**src/rtl/tail_light_decoder.sv**
```systemverilog
// Passive monitor for the two tail-light lamp buses: recovers turn/brake
// commands from the step patterns and flags code, order, timing and symmetry errors.
module tail_light_decoder #(
  parameter int STEP_CYCLES = 5
) (
  input  logic       clk,
  input  logic       rst_n,
  input  logic [2:0] right_tail_light,
  input  logic [2:0] left_tail_light,
  input  logic       clr_err,
  output logic       turn_right_det,
  output logic       turn_left_det,
  output logic       brake_det,
  output logic [3:0] err_flags,
  output logic       err_pulse
);

  localparam int RUN_W = $clog2(STEP_CYCLES + 2);
  localparam logic [RUN_W-1:0] RUN_MAX  = RUN_W'(STEP_CYCLES + 1);
  localparam logic [RUN_W-1:0] RUN_STEP = RUN_W'(STEP_CYCLES);

  localparam logic [2:0] C_OFF = 3'b000;
  localparam logic [2:0] C_ONE = 3'b001;
  localparam logic [2:0] C_TWO = 3'b011;
  localparam logic [2:0] C_ALL = 3'b111;

  // Side index 0 is the right bus, 1 is the left bus.
  logic [1:0][2:0]       sample, prev_q;
  logic [1:0][RUN_W-1:0] run_q, run_d;
  logic [1:0]            changed, illegal, order_err, time_err;
  logic [1:0]            on_d, idle_d, turn_set, turn_clr;
  logic                  asym_err;
  logic [3:0]            new_err;

  assign sample = {left_tail_light, right_tail_light};

  always_comb begin
    // NOTE: every signal driven here gets a default first, so no path leaves one
    // unassigned and no latch is inferred.
    changed   = '0;
    illegal   = '0;
    order_err = '0;
    time_err  = '0;
    on_d      = '0;
    idle_d    = '0;
    turn_set  = '0;
    turn_clr  = '0;
    run_d     = '0;
    for (int i = 0; i < 2; i++) begin
      changed[i] = (sample[i] != prev_q[i]);
      illegal[i] = !(sample[i] inside {C_OFF, C_ONE, C_TWO, C_ALL});

      if (changed[i] || illegal[i])
        run_d[i] = RUN_W'(1);
      else if (run_q[i] == RUN_MAX)
        run_d[i] = RUN_MAX;
      else
        run_d[i] = run_q[i] + 1'b1;

      on_d[i]   = (sample[i] == C_ALL) && (run_d[i] == RUN_MAX);
      idle_d[i] = (sample[i] == C_OFF) && (run_d[i] == RUN_MAX);

      // 111 and 000 may be entered from anywhere (brake override, abort).
      order_err[i] = changed[i] &&
                     (((sample[i] == C_ONE) && (prev_q[i] != C_OFF)) ||
                      ((sample[i] == C_TWO) && (prev_q[i] != C_ONE)));

      // Overlong hold of an intermediate step, or a legal advance taken too early.
      time_err[i] = (!changed[i] && (run_q[i] == RUN_STEP) &&
                     ((sample[i] == C_ONE) || (sample[i] == C_TWO))) ||
                    (changed[i] && (run_q[i] < RUN_STEP) &&
                     (((prev_q[i] == C_ONE) && (sample[i] == C_TWO)) ||
                      ((prev_q[i] == C_TWO) && (sample[i] == C_ALL))));

      turn_set[i] = (prev_q[i] == C_OFF) && (sample[i] == C_ONE);
      turn_clr[i] = on_d[i] | idle_d[i];
    end
    asym_err = (on_d[1] & idle_d[0]) | (on_d[0] & idle_d[1]);
    new_err  = {asym_err, |time_err, |order_err, |illegal};
  end

  always_ff @(posedge clk) begin
    // NOTE: state is only a few flops, so everything is reset; run starts
    // saturated so both buses look idle and the first sample raises nothing spurious.
    if (!rst_n) begin
      prev_q         <= '0;
      run_q          <= {2{RUN_MAX}};
      turn_right_det <= 1'b0;
      turn_left_det  <= 1'b0;
      brake_det      <= 1'b0;
      err_flags      <= '0;
      err_pulse      <= 1'b0;
    end else begin
      // NOTE: non-blocking assignments so every flop samples pre-edge values.
      prev_q         <= sample;
      run_q          <= run_d;
      turn_right_det <= turn_set[0] | (turn_right_det & ~turn_clr[0]);
      turn_left_det  <= turn_set[1] | (turn_left_det & ~turn_clr[1]);
      brake_det      <= |on_d;
      // A fresh error on the clearing edge still lands.
      err_flags      <= (clr_err ? 4'b0000 : err_flags) | new_err;
      err_pulse      <= |new_err;
    end
  end

endmodule
```
**config.mk**
```make
export PLATFORM = sky130hd
export DESIGN_NAME = tail_light_decoder
export DESIGN_NICKNAME = d
export VERILOG_FILES = /design/src/rtl/tail_light_decoder.sv
export SDC_FILE = /design/constraint.sdc
export NUM_CORES = 1
export LEC_CHECK = 0
export ABC_AREA = 1
export CORE_ASPECT_RATIO = 0.8
export CORE_MARGIN = 4
export CORE_UTILIZATION = 45
export DETAILED_ROUTE_END_ITERATION = 7
export PLACE_DENSITY = 0.77
export SLEW_MARGIN = 20
export SYNTH_ARGS = -nofsm -noshare
export SYNTH_HDL_FRONTEND = slang
export SYNTH_SLANG_ARGS = --single-unit
```
**constraint.sdc**
```tcl
create_clock -name clk -period 2.9 [get_ports clk]
set_input_delay 0.58 -clock clk [delete_from_list [all_inputs] [get_ports clk]]
set_output_delay 0.58 -clock clk [all_outputs]
set_load 0.05 [all_outputs]
```
Yosys cells after proc, flatten, opt, wreduce, memory -nomap -nowiden
Index checks and enable logic that the tools add are counted.
{ "op_classes": {"shift": 0, "reduce_logical": 51, "add_sub_neg": 2, "magnitude_cmp": 2, "multipliers": 0, "n_bitwise": 12, "n_div": 0, "muxes": 5, "n_eq_ne": 20} }
{ "op_table": {"columns": ["cell", "count"], "rows": [
  ["$eq 3x3->1 const B", 8],
  ["$logic_and 1x1->1", 24],
  ["$eq 3x1->1 const B", 4],
  ["$eq 3x2->1 const B", 4],
  ["$logic_not 3->1", 4],
  ["$mux 3", 4],
  ["$logic_or 1x1->1", 10],
  ["$reduce_bool 4->1", 2],
  ["$reduce_or 2->1", 4],
  ["$reduce_or 7->1", 1],
  ["$add 3x1->3 const B", 2],
  ["$lt 3x3->1 const B", 2],
  ["$ne 3x1->1 const B", 2],
  ["$ne 3x3->1", 2],
  ["$reduce_bool 3->1", 2],
  ["$or 1x1->1", 5],
  ["$and 1x1->1", 4],
  ["$logic_not 1->1", 4],
  ["$mux 4", 1],
  ["$or 4x4->4", 1],
  ["$not 1->1", 2]
]} }
{ "word_totals": {"mem_count": 0, "regBits": 20, "output_inout_bits": 8, "input_bits": 9, "wordCells": 101, "mem_bits_ro": 0, "latchBits": 0, "ramBits": 0} }

Longest topological paths before layout
{ "depth": {"depth_word": 11, "mapped_depth": 13, "ltp_nobuf": 13} }

Least setup slack after synthesis
Ideal clock, no wire load.
{ "synth_timing": {"path_kind": "input port to flip-flop", "from": "in right_tail_light[2]", "to": "reg err_pulse", "setup_time_ns": 0.109, "path_stages": 9, "t_arrival_ns": 1.485, "required_time_ns": 2.791, "slack_ns": 1.306, "path_cell_list": "clkbuf_2 -> o21ai_0 -> inv_1 -> nor2_1 -> nand3_1 -> nor2_1 -> nand3_1 -> nand2_1 -> inv_1"} }
{ "synth_between": {"elab_chain_len": 10, "word_cells_on_any_way": 30, "classes_between": "eq/ne: 5; mux: 1; bitwise: 3; reduce/logical: 21"} }
{ "synth_lines": {"columns": ["element", "line_no", "source"], "rows": [
  ["start, declared", "8", "input logic [2:0] right_tail_light,"],
  ["$eq 3x1->1, or another cell as far along", "51, 65, 70", null],
  ["$reduce_bool 4->1", "51", "illegal[i] = !(sample[i] inside {C_OFF, C_ONE, C_TWO, C_ALL});"],
  ["$logic_not 1->1", "51", null],
  ["$logic_or 1x1->1", "53", "if (changed[i] || illegal[i])"],
  ["$mux 3", "53", null],
  ["$eq 3x3->1", "60, 61", null],
  ["$logic_and 1x1->1, on equally long branches", "61, 60", null],
  ["$and 1x1->1", "78", "asym_err = (on_d[1] & idle_d[0]) | (on_d[0] & idle_d[1]);"],
  ["$or 1x1->1", "78", null],
  ["$reduce_or 7->1 (*)", "102", "err_pulse <= |new_err;"],
  ["end signal, assigned", "102", null],
  ["end, declared", "15", "output logic err_pulse"]
]} }
Every way passes the cells marked *; elsewhere a longest branch is shown, timed or not.
A chain may end at the register's enable or synchronous reset.

Worst setup path in the final report
{ "layout_timing": {"from": "reg err_flags[2]", "to": "out err_flags[2]"} }
{ "layout_rtl": {"columns": ["element", "line_no", "source"], "rows": [
  ["start, declared", "14", "output logic [3:0] err_flags,"],
  ["start signal, assigned", "101", "err_flags <= (clr_err ? 4'b0000 : err_flags) | new_err;"]
]} }
No word-level cell between the ends.

==> flow_metrics.py <==
metrics = {
    "run_status": {
        "status": "complete, no violations",
    },
    "detailed_routing": {
        "via_per_inst": 4.51,
        "wl_per_cell_um": 10.2,
        "drt_first_iter_violations": 36,
        "drt_first_pass_iters": 4,
        "drc": 0,
        "final_antenna_net_count": 0,
        "num_vias": 1122,
        "wl_mm": 2.54,
    },
    "yosys": {
        "yosysMostFrequentCell": "nand2_1",
        "synth_cells": 195,
        "synth-seq-cells": 20,
        "avgSynthCellArea_um2": 6.22,
        "yosys.area.top_type": "dfxtp_1",
        "yosys_warnings": 0,
        "syn_area_um2": 1210,
        "ys_types": 18,
        "ys.flop_type": "dfxtp_1",
        "synth_top_cells_by_count": "nand2_1 (71), inv_1 (33), dfxtp_1 (20), nor2_1 (18), nand3_1 (15)",
        "synth_sequential_area_ratio_pct": 33.0,
        "async_reset_ff_share_pct": 0,
        "yosys.area.top_type_share_pct": 33.0,
        "syn_nets": 210,
        "synth_enable_flop_cells": 0,
        "synthTopCellsByArea": "dfxtp_1 (33%), nand2_1 (22%), inv_1 (10%)",
    },
    "setup_path": {
        "crit_type": "reg2out",
        "end_kind": "primary output",
        "cp-startpoint": "err_flags[2]",
        "crit_chain": "clkdlybuf4s50_1",
        "rr_worst_depth": 8,
        "cp_max_fo": 2,
        "endpoint": "err_flags[2]",
        "cp_num_buf_inv": 1,
        "r2r_slack_ps": 1430,
        "reg2reg_to": "turn_left_det",
        "crit_cells": 1,
        "critPathMaxStageDelay_ps": 810,
        "worst_path_max_delay_cell": "clkdlybuf4s50_1",
        "cp_data_required_time_ps": 2320,
        "start_kind": "flop",
        "reg2reg_from": "run_q[3]",
        "crit_family": "buffers and inverters",
        "arrival_ps": 1470,
    },
    "timing": {
        "setup_viol": 0,
        "finalCriticalPeriod_ps": 2050,
        "clock_skew_ps": 2.11,
        "setup_tns_ps": 0,
        "max_slew.worst_pin.slew_ps": 504,
        "fmax_ghz": 0.488,
        "hold_viol": 0,
        "finalCritPeriodShare_pct": 70.7,
        "relSlewSlack_pct": 66.3,
        "rsz0062_at_grt": "no",
        "drv_slew": 0,
    },
    "placement": {
        "gp_congestion": 0.862,
        "dp_cells": 245,
        "port_buffers": 16,
        "dp_hpwl_mm": 2.03,
    },
    "cts": {
        "cts_tree": "done",
        "post-cts-setup-buffer-count": 0,
        "cts_buffer_depth": 2,
        "clk_pin_slew_worst_paths_ps": 110,
        "cts_sinks": 20,
        "hold_buffers": 0,
        "cts_buffers": 3,
        "post_cts_resize_count": 0,
        "htree_num_levels": 1,
        "clock_latency_ps": 300,
        "cts_root_buf": "clkbuf_4",
    },
    "finish": {
        "syn_to_final_growth_pct": 19.2,
        "nNetsFinal": 229,
        "drive_gt1_share_pct": 6.57,
        "fin_cells": 249,
        "antenna_cells": 0,
    },
    "floorplan": {
        "initial_core_util_pct": 48.5,
        "die_width_um": 66.1,
        "die_area_um2": 3600,
        "ios": 17,
        "core_um2": 2500,
        "chipHeight_um": 54.5,
        "rows": 16,
    },
    "global_routing": {
        "grt-ovfl-total": 0,
        "gr-usage-all-layers_pct": 15.8,
        "grt_pass1_vias": 1020,
        "grt_max_degree": 12,
        "antenna_found_initial": 0,
        "grt_pass1_wl_mm": 4.31,
    },
    "power_and_ir_drop": {
        "ir_worst_vdd_uv": 340,
        "p_total_w": 0.000596,
        "powerDensity_nw_per_um2": 412,
        "p_leak_nw": 0.745,
    },
    "run": {
        "drv_cap": 0,
    },
    "hold_path": {
        "worstHoldStart": "turn_left_det",
        "hold_class": "reg2reg",
    },
}
## cells in the final DEF, fill, tap and decap left out
master | synthesis | layout
a21oi_1 | 4 | 4
buf_4 | 1 | 1
clkbuf_4 | 0 | 3
clkbuf_8 | 0 | 1
clkdlybuf4s50_1 | 0 | 16
dfxtp_1 | 20 | 20
ha_1 | 6 | 6
inv_1 | 33 | 33
inv_2 | 3 | 3
nand2_1 | 71 | 71
nand3_1 | 15 | 15
nand4_2 | 2 | 2
nor2_1 | 18 | 18
nor2_2 | 1 | 1
nor2_4 | 1 | 1
nor3_1 | 5 | 5
nor3_2 | 2 | 2
o21ai_0 | 7 | 7
xnor2_1 | 4 | 4
## kinds of logic after synthesis
logic type / share of synthesized area, %
flip-flops: 33.0
AO/OA/AOI/OAI: 4.54
adder cells (fa/ha/maj): 6.19
AND/OR/NAND/NOR: 40.9
XOR/XNOR: 2.89
buffers and inverters: 12.5
## sequential cells by signal (all words and copies together) (netlist names)
register	cells
err_pulse	1
turn_left_det	1
turn_right_det	1
run_q	6
err_flags	4
prev_q	6
brake_det	1
## how the worst min path moves through the flow
stage / end / cells past startpoint
after floorplan: turn_left_det / 3
after global placement: turn_left_det / 2
final: turn_left_det / 2
after CTS: turn_right_det / 2
after global routing: turn_right_det / 2
after detailed placement: turn_right_det / 2
## power breakdown
part           internal (W)  switching [W]
registers          0.000290      0.0000137
clock network     0.0000766      0.0000834
logic             0.0000480      0.0000843
## layout make-up
type	instances	area, um2
fillers	265	1060
repair buffers	17	168
flip-flops and latches	20	400
clock buffers	4	36.3
multi-input cells	136	662
inverters	36	135
well taps	36	45.0
## worst reg2reg max path, delay by kind of cell, from the launching register on
kind                     cells  cell delay (ps)
flip-flops                   1              400
buffers and inverters        2              140
AND/OR/NAND/NOR              4              460
adder cells (fa/ha/maj)      1              300
AO/OA/AOI/OAI                1               60
## layer usage
metal  vias to the layer above  GRT usage, %  routed length [um]
met5                         -             0                   0
met1                       467          21.4                1360
li1                        628             -                   -
met4                         0          2.03                  18
met2                        25          26.0                1030
met3                         2          4.31                 129
## through the flow
step,hold WS [ps],util [%],setup WS (ps),instance area [um2]
after global placement,479,56.4,710,1410
after floorplan,533,-,1310,1210
after global routing,507,57.8,771,1450
final,487,57.8,850,1450
after CTS,492,57.8,835,1450
after detailed placement,475,56.4,679,1410
Power figures use the tool's default switching activity.
